===== src/rtl/reaction_pkg.sv =====
// Shared definitions for the start-light reaction timer blocks: FSM state
// encoding, LFSR tap mask and default seed.
package reaction_pkg;

  typedef enum logic [3:0] {
    ST_IDLE  = 4'b0001,
    ST_LOAD  = 4'b0010,
    ST_COUNT = 4'b0100,
    ST_DONE  = 4'b1000
  } state_t;

  // Taps for x^14 + x^5 + x^3 + x + 1 on a shift-left register (bits 13, 4, 2, 0)
  localparam logic [13:0] LFSR_TAP_MASK = 14'h2015;
  localparam logic [13:0] DEFAULT_SEED  = 14'h2A5B;
  localparam int          TICK_MS       = 1;

endpackage


===== src/rtl/lfsr_gen.sv =====
// Free-running 14-bit Fibonacci LFSR with recovery from the all-zero lock-up state.
module lfsr_gen
  import reaction_pkg::*;
#(
  parameter int                LFSR_W = 14,
  parameter logic [LFSR_W-1:0] SEED   = LFSR_W'(DEFAULT_SEED)
) (
  input  logic              clk,
  input  logic              reset,
  input  logic              en,
  output logic [LFSR_W-1:0] q
);

  localparam logic [LFSR_W-1:0] TAPS = LFSR_W'(LFSR_TAP_MASK);

  if (LFSR_W != 14) begin : g_bad_width
    $error("lfsr_gen: tap mask is only defined for LFSR_W = 14");
  end
  if (SEED == '0) begin : g_bad_seed
    $error("lfsr_gen: SEED must be non-zero");
  end

  logic feedback;
  assign feedback = ^(q & TAPS);

  // The zero check runs regardless of en so a corrupted register never stays stuck
  always_ff @(posedge clk) begin
    if (reset) begin
      q <= SEED;
    end else if (q == '0) begin
      q <= SEED;
    end else if (en) begin
      q <= {q[LFSR_W-2:0], feedback};
    end
  end

endmodule


===== src/rtl/random_delay_timer.sv =====
// Pseudo-random hold-off timer: latches MIN_DELAY plus LFSR low bits on a start
// edge, counts it down in tick strobes and then holds time_out until released.
module random_delay_timer
  import reaction_pkg::*;
#(
  parameter int                LFSR_W    = 14,
  parameter logic [LFSR_W-1:0] SEED      = LFSR_W'(DEFAULT_SEED),
  parameter int                MIN_DELAY = 500,
  parameter int                RANGE_W   = 12,
  parameter int                CNT_W     = 16
) (
  input  logic             clk,
  input  logic             reset,
  input  logic             tick,
  input  logic             en_lfsr,
  input  logic             start_delay,
  output logic             time_out,
  output logic             delay_busy,
  output logic [CNT_W-1:0] delay_value
);

  if (MIN_DELAY + (2 ** RANGE_W) - 1 >= (2 ** CNT_W)) begin : g_bad_range
    $error("random_delay_timer: MIN_DELAY + 2^RANGE_W - 1 does not fit in CNT_W bits");
  end
  if (RANGE_W > LFSR_W) begin : g_bad_range_w
    $error("random_delay_timer: RANGE_W must not exceed LFSR_W");
  end

  logic [LFSR_W-1:0] lfsr_q;
  logic              unused_lfsr;
  logic              start_q;
  logic              start_rise;
  logic [CNT_W-1:0]  cnt;
  logic [CNT_W-1:0]  sum_val;
  logic [CNT_W-1:0]  load_val;
  state_t            state;

  lfsr_gen #(
    .LFSR_W (LFSR_W),
    .SEED   (SEED)
  ) u_lfsr (
    .clk   (clk),
    .reset (reset),
    .en    (en_lfsr),
    .q     (lfsr_q)
  );

  assign unused_lfsr = ^lfsr_q;
  assign start_rise  = start_delay & ~start_q;
  assign sum_val     = CNT_W'(MIN_DELAY) + CNT_W'(lfsr_q[RANGE_W-1:0]);
  assign load_val    = (sum_val == '0) ? CNT_W'(1) : sum_val;

  // Outputs are set on the transitions so they are pure register outputs
  always_ff @(posedge clk) begin
    if (reset) begin
      state       <= ST_IDLE;
      start_q     <= 1'b0;
      cnt         <= '0;
      time_out    <= 1'b0;
      delay_busy  <= 1'b0;
      delay_value <= '0;
    end else begin
      start_q <= start_delay;
      case (state)
        ST_IDLE: begin
          time_out <= 1'b0;
          if (start_rise) begin
            state      <= ST_LOAD;
            delay_busy <= 1'b1;
          end else begin
            delay_busy <= 1'b0;
          end
        end
        ST_LOAD: begin
          cnt         <= load_val;
          delay_value <= load_val;
          delay_busy  <= 1'b1;
          state       <= ST_COUNT;
        end
        ST_COUNT: begin
          if (!start_delay) begin
            state      <= ST_IDLE;
            delay_busy <= 1'b0;
          end else if (tick) begin
            if (cnt == CNT_W'(1)) begin
              cnt        <= '0;
              state      <= ST_DONE;
              time_out   <= 1'b1;
              delay_busy <= 1'b0;
            end else begin
              cnt <= cnt - CNT_W'(1);
            end
          end
        end
        ST_DONE: begin
          if (!start_delay) begin
            state    <= ST_IDLE;
            time_out <= 1'b0;
          end
        end
        default: begin
          state      <= ST_IDLE;
          time_out   <= 1'b0;
          delay_busy <= 1'b0;
        end
      endcase
    end
  end

endmodule

===== config.mk =====
export PLATFORM = sky130hd
export DESIGN_NAME = random_delay_timer
export DESIGN_NICKNAME = d
export VERILOG_FILES = /design/src/rtl/reaction_pkg.sv /design/src/rtl/lfsr_gen.sv /design/src/rtl/random_delay_timer.sv
export SDC_FILE = /design/constraint.sdc
export NUM_CORES = 1
export LEC_CHECK = 0
export ABC_CLOCK_PERIOD_IN_PS = 1930
export CAP_MARGIN = 5
export CORE_MARGIN = 5
export CORE_UTILIZATION = 35
export CTS_BUF_LIST = sky130_fd_sc_hd__clkbuf_4 sky130_fd_sc_hd__clkbuf_8
export CTS_CLUSTER_SIZE = 24
export DETAILED_ROUTE_END_ITERATION = 8
export DONT_BUFFER_PORTS = 1
export HOLD_SLACK_MARGIN = 0.06
export PLACE_DENSITY_LB_ADDON = 0.12
export SLEW_MARGIN = 5
export SYNTH_ARGS = -nofsm -noshare
export SYNTH_HDL_FRONTEND = slang
export SYNTH_SLANG_ARGS = --single-unit

===== constraint.sdc =====
create_clock -name clk -period 1.93 [get_ports clk]
set_clock_uncertainty 0.1 [all_clocks]
set_input_delay 0.2895 -clock clk [delete_from_list [all_inputs] [get_ports clk]]
set_output_delay 0.2895 -clock clk [all_outputs]
set_load 0.02 [all_outputs]

==> impl_metrics.tcl <==
set metrics [dict create \
    syn_area_per_cell_sq_um 8.52 \
    row_count 30 \
    htreeDepth 2 \
    tritoncts "built" \
    setup_violations 5 \
    antenna_cells 0 \
    clock_latency_ns 0.31 \
    synth_cell_type_count 58 \
    grt_pass1_wl_um 11300 \
    finalHoldViolations 0 \
    cp.arrival_ns 2.08 \
    yosys.area.top_type "dfxtp_1" \
    start_kind "flip-flop" \
    grt_overflow 0 \
    yosysWarningCount 0 \
    whs_ns 0.0695 \
    first_global_vias 2169 \
    synth_seq_cells 50 \
    pin_count 23 \
    path_max_fanout 9 \
    initialDrtViolationCount 134 \
    fin_ws_ns -0.0235 \
    stdcell_area_sq_mm 0.00310 \
    die_area_sq_mm 0.00895 \
    post-route-period-util_pct 101 \
    synth_common_cells "50 x dfxtp_1, 33 x nor2_1, 29 x nand2_1, 21 x a21oi_1, 14 x clkbuf_1" \
    portBuffers 0 \
    drc 0 \
    period_needed_ns 1.95 \
    tightest_slew_ns 0.751 \
    area_growth_syn_to_layout_pct 23.6 \
    fp.dieH_um 94.6 \
    fmax_ghz 0.512 \
    numClockSinks 50 \
    crit_type "flip-flop to flip-flop" \
    path_clk_slew_ns 0.10 \
    nets 338 \
    via_per_inst 5.37 \
    required_ns 2.06 \
    grt_use_total_pct 16.3 \
    violations "negative setup slack" \
    numCtsBuffers 5 \
    hp-class "input pin to flip-flop" \
    synth_most_common_cell "dfxtp_1" \
    dr_total_vias 2288 \
    async_reset_ff_share_pct 0 \
    fin_cells 426 \
    outcome "finished with violations" \
    initial_core_util_pct 36.5 \
    max_slew_margin_pct 49.8 \
    antenna_left 0 \
    yosys-top-cells-area "dfxtp_1 40%, nor2_1 4.9%, mux2i_1 4.8%" \
    cap_violations 0 \
    root_buffer "clkbuf_8" \
    dp.cells 412 \
    slew_viol_final 0 \
    grt_setup_unrepaired "yes" \
    yosys.area.top_type_share_pct 40.0 \
    core_area_sq_mm 0.00687 \
    post-place-ws_ns -0.0304 \
    gp_congestion 0.881 \
    dp_hpwl_um 5150 \
    syn_area_sq_mm 0.00250 \
    grt_max_degree 31 \
    peakVddDrop_uv 386 \
    drive_gt1_share_pct 22.4 \
    synth.yosys.seq_area_share_pct 40.0 \
    cts.path.max_buffers 2 \
    crit_path_end_kind "flip-flop" \
    synth-edff-count 0 \
    post_dp_cell_area_sq_mm 0.00285 \
    p_leak_uw 0.00121 \
    setup_tns_ns -0.0414 \
    drtPass1Iterations 4 \
    synthCells 294 \
    ys.flop_type "dfxtp_1" \
    fp.dieW_um 94.6 \
    power.density_mw_per_mm2 718 \
    drt-wirelength-per-cell_um 16.6 \
    antenna_found_initial 0 \
    routed_wirelength_um 7070 \
]
-- final cells by class --
| type | count | area [sq um] |
|---|---|---|
| repair buffers | 45 | 364 |
| inverters | 11 | 41.3 |
| clock buffers | 6 | 76.3 |
| fillers | 697 | 3770 |
| flip-flops and latches | 50 | 1000 |
| clock inverters | 2 | 37.5 |
| well taps | 96 | 120 |
| multi-input cells | 216 | 1450 |
-- cell usage in the layout (no fill, tap or decap), types with 3 or more instances in the layout --
master / n
ha_1: 4
clkbuf_8: 5
mux2i_1: 12
nand2_1: 29
a211oi_1: 4
nor3_1: 9
o32ai_1: 3
dfxtp_1: 47
nor2_1: 33
a31oi_1: 4
or4_4: 4
o21ai_1: 3
buf_4: 39
a21oi_1: 21
nor4_1: 6
dlygate4sd3_1: 4
xor2_1: 11
inv_1: 10
o21ai_0: 7
dfxtp_2: 3
nand4b_1: 3
xnor2_1: 5
nand3_1: 9
conb_1: 3
-- kinds of logic after synthesis --
family	after synthesis	share of synthesized area, %
buffers and inverters	30	5.24
adder cells (fa/ha/maj)	4	2.00
XOR/XNOR	16	5.59
AO/OA/AOI/OAI	65	17.3
multiplexers	12	4.80
AND/OR/NAND/NOR	116	25.0
flip-flops	50	40.0
other	1	0.150
-- flip-flops by register name, indices dropped and copies added, names as in the netlist --
register and count:
state 4, cnt 16, time_out 1, delay_value 13
u_lfsr.q 14, start_q 1, delay_busy 1
-- final timing paths --
path	startpoint	endpoint	slack [ns]	depth (start not counted)
setup / recovery	cnt[7]$_SDFFE_PP0P_	time_out$_SDFFE_PP0P_	-0.02	5
hold / removal	en_lfsr	u_lfsr.q[0]$_SDFFE_PP1P_	0.07	3
setup reg to reg	cnt[7]$_SDFFE_PP0P_	time_out$_SDFFE_PP0P_	-0.02	5
hold reg to reg	cnt[5]$_SDFFE_PP0P_	cnt[5]$_SDFFE_PP0P_	0.40	2
-- timing repair --
item	in CTS	in global routing
endpoints found under the setup margin	8	26
buffers inserted	0	1
pin swaps	0	9
hold endpoints to repair	42	7
gates resized for setup	1	13
hold buffers	4	1
-- worst max-delay path, cell delays in order (launching register included) --
cell and delay [ns]:
dfxtp_2 0.33, or4_4 0.57, nor4_4 0.31, nor2_2 0.15, nand4b_4 0.19, a221oi_2 0.22
-- per-stage QoR --
stage	utilization (%)	power, uW
after CTS	43.9	2230
after floorplan	-	1340
after global placement	41.5	1430
final	45.1	2220
after detailed placement	41.5	1430
after global routing	45.1	2330
-- per-layer routing --
| layer | track usage, % | share of wire, % | up-vias |
|---|---|---|---|
| met1 | 21.4 | 45 | 1094 |
| met4 | 4.93 | 1.6 | 0 |
| met5 | 0 | 0 | - |
| met3 | 2.79 | 4.7 | 10 |
| li1 | - | - | 1132 |
| met2 | 27.1 | 49 | 52 |
-- where the power goes --
| group | leakage, uW | total, uW | switching [uW] | internal, uW |
|---|---|---|---|---|
| clock network | 0.0000548 | 771 | 370 | 402 |
| registers | 0.000409 | 1120 | 46.7 | 1070 |
| logic | 0.000746 | 332 | 183 | 149 |
(Power assumes the default switching activity.)
